--- src/rtl/ifu_line_fetch.sv ---
// Instruction fetch front end: serves 32-bit fetches from a one-line buffer and
// refills it over an AR/R read channel, one transaction outstanding at a time.
module ifu_line_fetch #(
  parameter int DW = 128,
  parameter int AW = 16,
  parameter int IW = 32
) (
  input  logic          clk,
  input  logic          rst,
  input  logic          reqValid,
  output logic          reqReady,
  input  logic [AW-1:0] reqAddr,
  input  logic          flush,
  output logic          respValid,
  input  logic          respReady,
  output logic [IW-1:0] respInst,
  output logic          arValid,
  input  logic          arReady,
  output logic [AW-1:0] arAddr,
  input  logic          rValid,
  output logic          rReady,
  input  logic [DW-1:0] rData
);

  localparam int BW = $clog2(DW >> 3);

  localparam logic [1:0] IDLE = 2'd0;
  localparam logic [1:0] AR   = 2'd1;
  localparam logic [1:0] R    = 2'd2;
  localparam logic [1:0] RESP = 2'd3;

  logic [1:0]     state_q, state_d;
  logic [AW-1:2]  addr_q, addr_d;
  logic [DW-1:0]  line_q, line_d;
  logic [AW-1:BW] tag_q, tag_d;
  logic           line_valid_q, line_valid_d;
  logic           drop_q, drop_d;
  logic           hit;

  // Instructions are word aligned; the two low address bits carry no information.
  logic unused_addr_bits;
  assign unused_addr_bits = ^reqAddr[1:0];

  assign hit       = line_valid_q && (tag_q == reqAddr[AW-1:BW]);
  assign reqReady  = (state_q == IDLE) && !flush;
  assign arValid   = (state_q == AR);
  assign rReady    = (state_q == R);
  assign respValid = (state_q == RESP);
  assign arAddr    = {addr_q[AW-1:BW], {BW{1'b0}}};
  assign respInst  = line_q[addr_q[BW-1:2]*IW +: IW];

  always_comb begin
    // NOTE: every next-state signal takes its held value first so no path leaves it unassigned (no latch).
    state_d      = state_q;
    addr_d       = addr_q;
    line_d       = line_q;
    tag_d        = tag_q;
    line_valid_d = line_valid_q;
    drop_d       = drop_q;

    case (state_q)
      IDLE: begin
        if (reqValid && reqReady) begin
          addr_d  = reqAddr[AW-1:2];
          state_d = hit ? RESP : AR;
        end
      end
      AR: begin
        // A flushed address phase still completes; its data beat is discarded later.
        if (flush)   drop_d  = 1'b1;
        if (arReady) state_d = R;
      end
      R: begin
        if (flush) drop_d = 1'b1;
        if (rValid) begin
          if (drop_q || flush) begin
            drop_d  = 1'b0;
            state_d = IDLE;
          end else begin
            line_d       = rData;
            tag_d        = addr_q[AW-1:BW];
            line_valid_d = 1'b1;
            state_d      = RESP;
          end
        end
      end
      RESP: begin
        if (flush || respReady) state_d = IDLE;
      end
      default: state_d = IDLE;
    endcase

    if (flush) line_valid_d = 1'b0;
  end

  always_ff @(posedge clk or posedge rst) begin
    if (rst) begin
      state_q      <= IDLE;
      addr_q       <= '0;
      line_q       <= '0;
      tag_q        <= '0;
      line_valid_q <= 1'b0;
      drop_q       <= 1'b0;
    end else begin
      // NOTE: non-blocking assignments so every register updates from pre-edge values.
      state_q      <= state_d;
      addr_q       <= addr_d;
      line_q       <= line_d;
      tag_q        <= tag_d;
      line_valid_q <= line_valid_d;
      drop_q       <= drop_d;
    end
  end

endmodule
--- config.mk ---
export PLATFORM = sky130hd
export DESIGN_NAME = ifu_line_fetch
export DESIGN_NICKNAME = d
export VERILOG_FILES = /design/src/rtl/ifu_line_fetch.sv
export SDC_FILE = /design/constraint.sdc
export NUM_CORES = 1
export LEC_CHECK = 0
export CAP_MARGIN = 10
export CORE_UTILIZATION = 44
export DETAILED_ROUTE_END_ITERATION = 8
export PLACE_DENSITY_LB_ADDON = 0.05
export SETUP_SLACK_MARGIN = 0.3
export SLEW_MARGIN = 20
export SYNTH_ARGS = -nofsm -noshare
export SYNTH_HDL_FRONTEND = slang
export SYNTH_SLANG_ARGS = --single-unit
--- constraint.sdc ---
create_clock -name clk -period 4.98 [get_ports clk]
set_input_delay 0.498 -clock clk [delete_from_list [all_inputs] [get_ports clk]]
set_output_delay 0.498 -clock clk [all_outputs]
set_load 0.05 [all_outputs]
After elaboration in Yosys (flattened, before gate mapping). Index checks and enable logic that the tools add are counted.

Add/subtract/negate cells: 0. Multiply operators: 0. Divide/modulo/power cells: 0. $lt $le $gt $ge: 0. Equal/unequal tests: 9. Shifts and indexed selects: 1. Mux-type cells: 15. Bitwise logic cells: 1. Reduce and logical (&&, ||, !) cells: 14.

Operators by type and width (number): 128-bit by 8-bit indexed part select with 32-bit output (1); 12-bit == test (1); 2-bit two-way mux (6); 2-bit one-hot mux with 4 select lines (1); 1-bit two-way mux (7); 2-bit by 1-bit inequality test with 1-bit output, second input constant (3); 3-bit AND reduction (2); 2-bit nonzero test (3); 2-bit == test, second input constant (2); 2-bit inequality test, second input constant (2); 4-bit AND reduction (1); 1-bit logical AND (3); 2-bit by 1-bit == test with 1-bit output, second input constant (1); 2-bit logical NOT (1); 1-bit logical OR (2); 1-bit one-hot mux with 2 select lines (1); 2-bit AND reduction (1); 1-bit logical NOT (1); 1-bit NOT (1).

Flip-flop bits (word level): 158. Latch bits: 0. Bits in writable memories: 0. Memory bits (read-only): 0. Input bits: 151. Output and inout bits: 52. Memories kept: 0.

Logic depth before layout (Yosys ltp).
Word-level depth: 5. Gate-level depth with buffers: 7.

Worst setup path before layout. No wires, ideal clock.

Kind: flip-flop to flip-flop. Start point: reg state_q[0]. End point: reg line_q[100]. Library setup time: 125 ps. Arrival time: 2021 ps. Path slack: 2834 ps. Stages on the path, launching flop included: 8. Period minus slack after synthesis: 2146 ps. Path through: dfrtp_1 -> inv_1 -> ha_1 -> and3_4 -> buf_6 -> buf_6 -> buf_6 -> mux2_4.

Longest elaborated chain between the ends: 2.

Ends and longest elaborated chain: start: declaration (line 32) `logic [1:0] state_q, state_d;`; start signal: assignment (line 106) `state_q <= state_d;`; 2-bit == test; named net rReady (line 21) `output logic rReady,`; 3-bit AND reduction (no line); end signal: assignment (line 108) `line_q <= line_d;`; end: declaration (line 34) `logic [DW-1:0] line_q, line_d;`.

The timed path passes the listed nets, and every way through them passes these cells. A chain may end at the register's enable or synchronous reset.

Final worst setup path.
Start point: reg addr_q[3] (netlist name). End point: out respInst[2].

Longest elaborated chain between the ends: 1.

Ends and longest elaborated chain: start: declaration (line 33) `logic [AW-1:2] addr_q, addr_d;`; start signal: assignment (line 107) `addr_q <= addr_d;`; 128-bit by 8-bit indexed part select with 32-bit output (line 50) `assign respInst = line_q[addr_q[BW-1:2]*IW +: IW];`; end: declaration (line 16) `output logic [IW-1:0] respInst,`.

Every way passes these cells.

==> impl_results.md <==
- Min-Delay Path Class: register to register
- Final setup TNS: 0 ns
- Max-cap violations: 0
- # rows: between 40 and 50
- Die area: roughly 17000 sq um
- Depth of the worst register-to-register path: 5
- Distinct cells, synth: 27
- Max Root-Sink Buffers: 2
- FF-to-FF setup slack: about 2.4 ns
- 1st-pass router iterations: 4
- WP data required: 4.48 ns
- Clock Pin Slew Worst Setup and Hold Paths: 0.06 ns
- Detailed placement HPWL: between 10 and 15 mm
- Least-Margin Pin Slew: 0.9757 ns
- Pin count of the biggest net entering global routing: 81
- Hold Crit Depth: 1
- R2r startpoint: state_q[0]
- Slew margin rel.: 0.3495
- H-Tree Depth: 4
- Critical path endpoint category: output port
- All-layer global routing usage: 0.1925
- PD cells: around 610 nW/um^2
- Min Tclk post-route: approximately 3.4 ns
- Mapped Area: between 7000 and 8000 sq um
- Slew Limit Fails: 0
- Fin. Hold Viols: 0
- Main synth FF type: dfrtp_1
- Setup Skew: 0.009778 ns
- Drt wl/cell: between 15 and 20 microns
- Layout Nets: 770
- Worst setup SP type: register
- Max Fclk: between 200 and 300 MHz
- Via/cell ratio: 4.958
- Ports: a little over 200
- Initial antenna violation count: 0
- Avg Cell Area, Syn: about 17 sq um
- CTS Buf Count: 17
- Initial Util: 0.4582
- Commonest cells post-synth: 158 x dfrtp_1, 89 x mux2_4, 65 x mux2_2
- Yosys reg bits: roughly 160
- Cell Chain, Critical Path: buf_4, mux4_2, clkdlybuf4s50_1
- Async set-or-reset flop fraction in the synthesized netlist: 1.000
- CTS sink cnt: about 160
- Residual DRC: 0
- WP buf/inv: 2
- CTS-repair resized insts: 0
- Via count of the first global-routing pass: approximately 4700
- 1st-iter DRT viols: about 120
- Cell accounting for the most synthesized area: dfrtp_1
- Placer congestion estimate: 0.7563
- Final ANT Viol Nets: 0
- Number of flops mapped to enable cells by yosys: 0
- Seq/Total Area, Yosys: 0.5355
- Antenna Cells: 0
- CP Class: register to output port
- Layout Area Growth over Synthesis: 34.98%
- Mapped Cells: approximately 430
- First-pass GRT wire length: between 20 and 30 mm
- GRT overflow: 0
- I/O Buffers: around 200
- Drt total wl: between 15 and 20 mm
- CTS tree: yes
- Design Area, Final: around 10000 sq um
- Crit Path Max Fanout: 18
- CTS Root Buffer Type: clkbuf_16
- Worst-Skew Late Latency: approximately 0.42 ns
- Hold Slack: just under 0.5 ns
- Final Setup Violations: 0
- Run status: complete, no violations
- Core Util, Final: 0.6184
- Vias: roughly 4200
- CP delay by family, top: buffers and inverters
- Crit path DAT: about 2.9 ns
- Core Region: approximately 16000 sq um
- Post-CTS Hold Buffers: 0
- CP max stage cell: clkdlybuf4s50_1
- Die W: 131.5 microns
- P_leak: around 4.4 nW
- RSZ-0062 raised after global routing: no
- Die height: 131.5 microns
- Top-count cell post-synth: dfrtp_1
- Peak VDD IR: 0.3248 mV
- Worst Hold Endpoint: line_valid_q
- Worst Hold Launch: line_valid_q
- Total power: between 6 and 7 mW
- Layout cells sized above 1: 0.3568
- Cells taking the most area after synthesis: dfrtp_1 54%, mux2_4 18%, mux2_2 9.9%, mux4_2 9.8%, buf_6 1.7%
- Post-CTS Setup Repair Bufs: 0
- Yosys top cell area share: 0.5355
- Final worst-path cycle share: 0.6776
- Reg2reg end: line_q[119]
- Dpl cell area: 9389 sq um
- Slowest stage delay, CP: 0.74 ns
- Synth warn: 0
## power breakdown
group / internal, mW / total [mW] / switching, mW
combinational: 1.36 / 2.67 / 1.31
clock: 0.784 / 1.27 / 0.487
sequential: 1.79 / 2.16 / 0.376
total: 3.93 / 6.11 / 2.18
## layout make-up
cell class	count	area, sq um
sequential	158	3956
inverter	6	26.28
timing repair buffer	202	2032
tap	216	270.3
clock buffer	24	491.7
multi-input combinational	229	3104
fill	1211	6150
clock inverter	6	85.08
## layout by cell type, fill, tap and decap left out, drive strengths merged
master and count:
a211o 1, a21boi 1, a21o 2, a21oi 2
a22o 1, a31oi 1, and2b 1, and3 1
buf 6, bufinv 2, clkbuf 24, clkdlybuf4s50 196
clkinv 2, clkinvlp 3, conb 4, dfrtp 158
ha 5, inv 5, mux2 154, mux4 32
nand2 1, nand3 1, nand4 1, nor2 5
nor4 2, o21ai 1, o22ai 1, xnor2 4
xor2 8
## routing by layer
metal / global-route usage / wire length [microns] / part of all wire
met1: 0.2401 / 6636 / 0.43
met5: 0 / 0 / 0
met3: 0.06906 / 1043 / 0.067
met2: 0.3131 / 7756 / 0.50
met4: 0.05620 / 155 / 0.0099
## how the worst max path moves through the flow
stage                     cells after the start      start  slack, ns      endpoint
after floorplan                               1        rst       2.48    addr_q[10]
after global placement                        3  addr_q[3]       1.97   respInst[2]
after detailed placement                      5      flush       1.92    line_q[19]
after CTS                                     3  addr_q[3]       1.50  respInst[13]
after global routing                          3  addr_q[3]       1.44   respInst[1]
final                                         3  addr_q[3]       1.61   respInst[2]
## sequential cells by signal, summed over array words and instances (netlist names)
register	count
line_valid_q	1
addr_q	14
line_q	128
tag_q	12
drop_q	1
state_q	2
## stage by stage
step | worst slack (ns) | cells
after floorplan | 2.481 | 434
after global placement | 1.968 | 811
after detailed placement | 1.921 | 811
after CTS | 1.501 | 841
after global routing | 1.441 | 841
final | 1.606 | 841
## logic make-up (layout without fill, tap and decap cells)
kind of cell,Yosys count,after routing,share of synthesized area
AOI/OAI and AO/OA,10,10,0.009152
xor gates and xnor gates,12,12,0.01423
adders and majority gates,5,5,0.008473
buffers and inverters,47,238,0.04559
DFF,158,158,0.5355
muxes,186,186,0.3777
other,1,4,0.0005079
and+or+nand+nor,12,12,0.008812
Power figures use the tool's default switching activity.
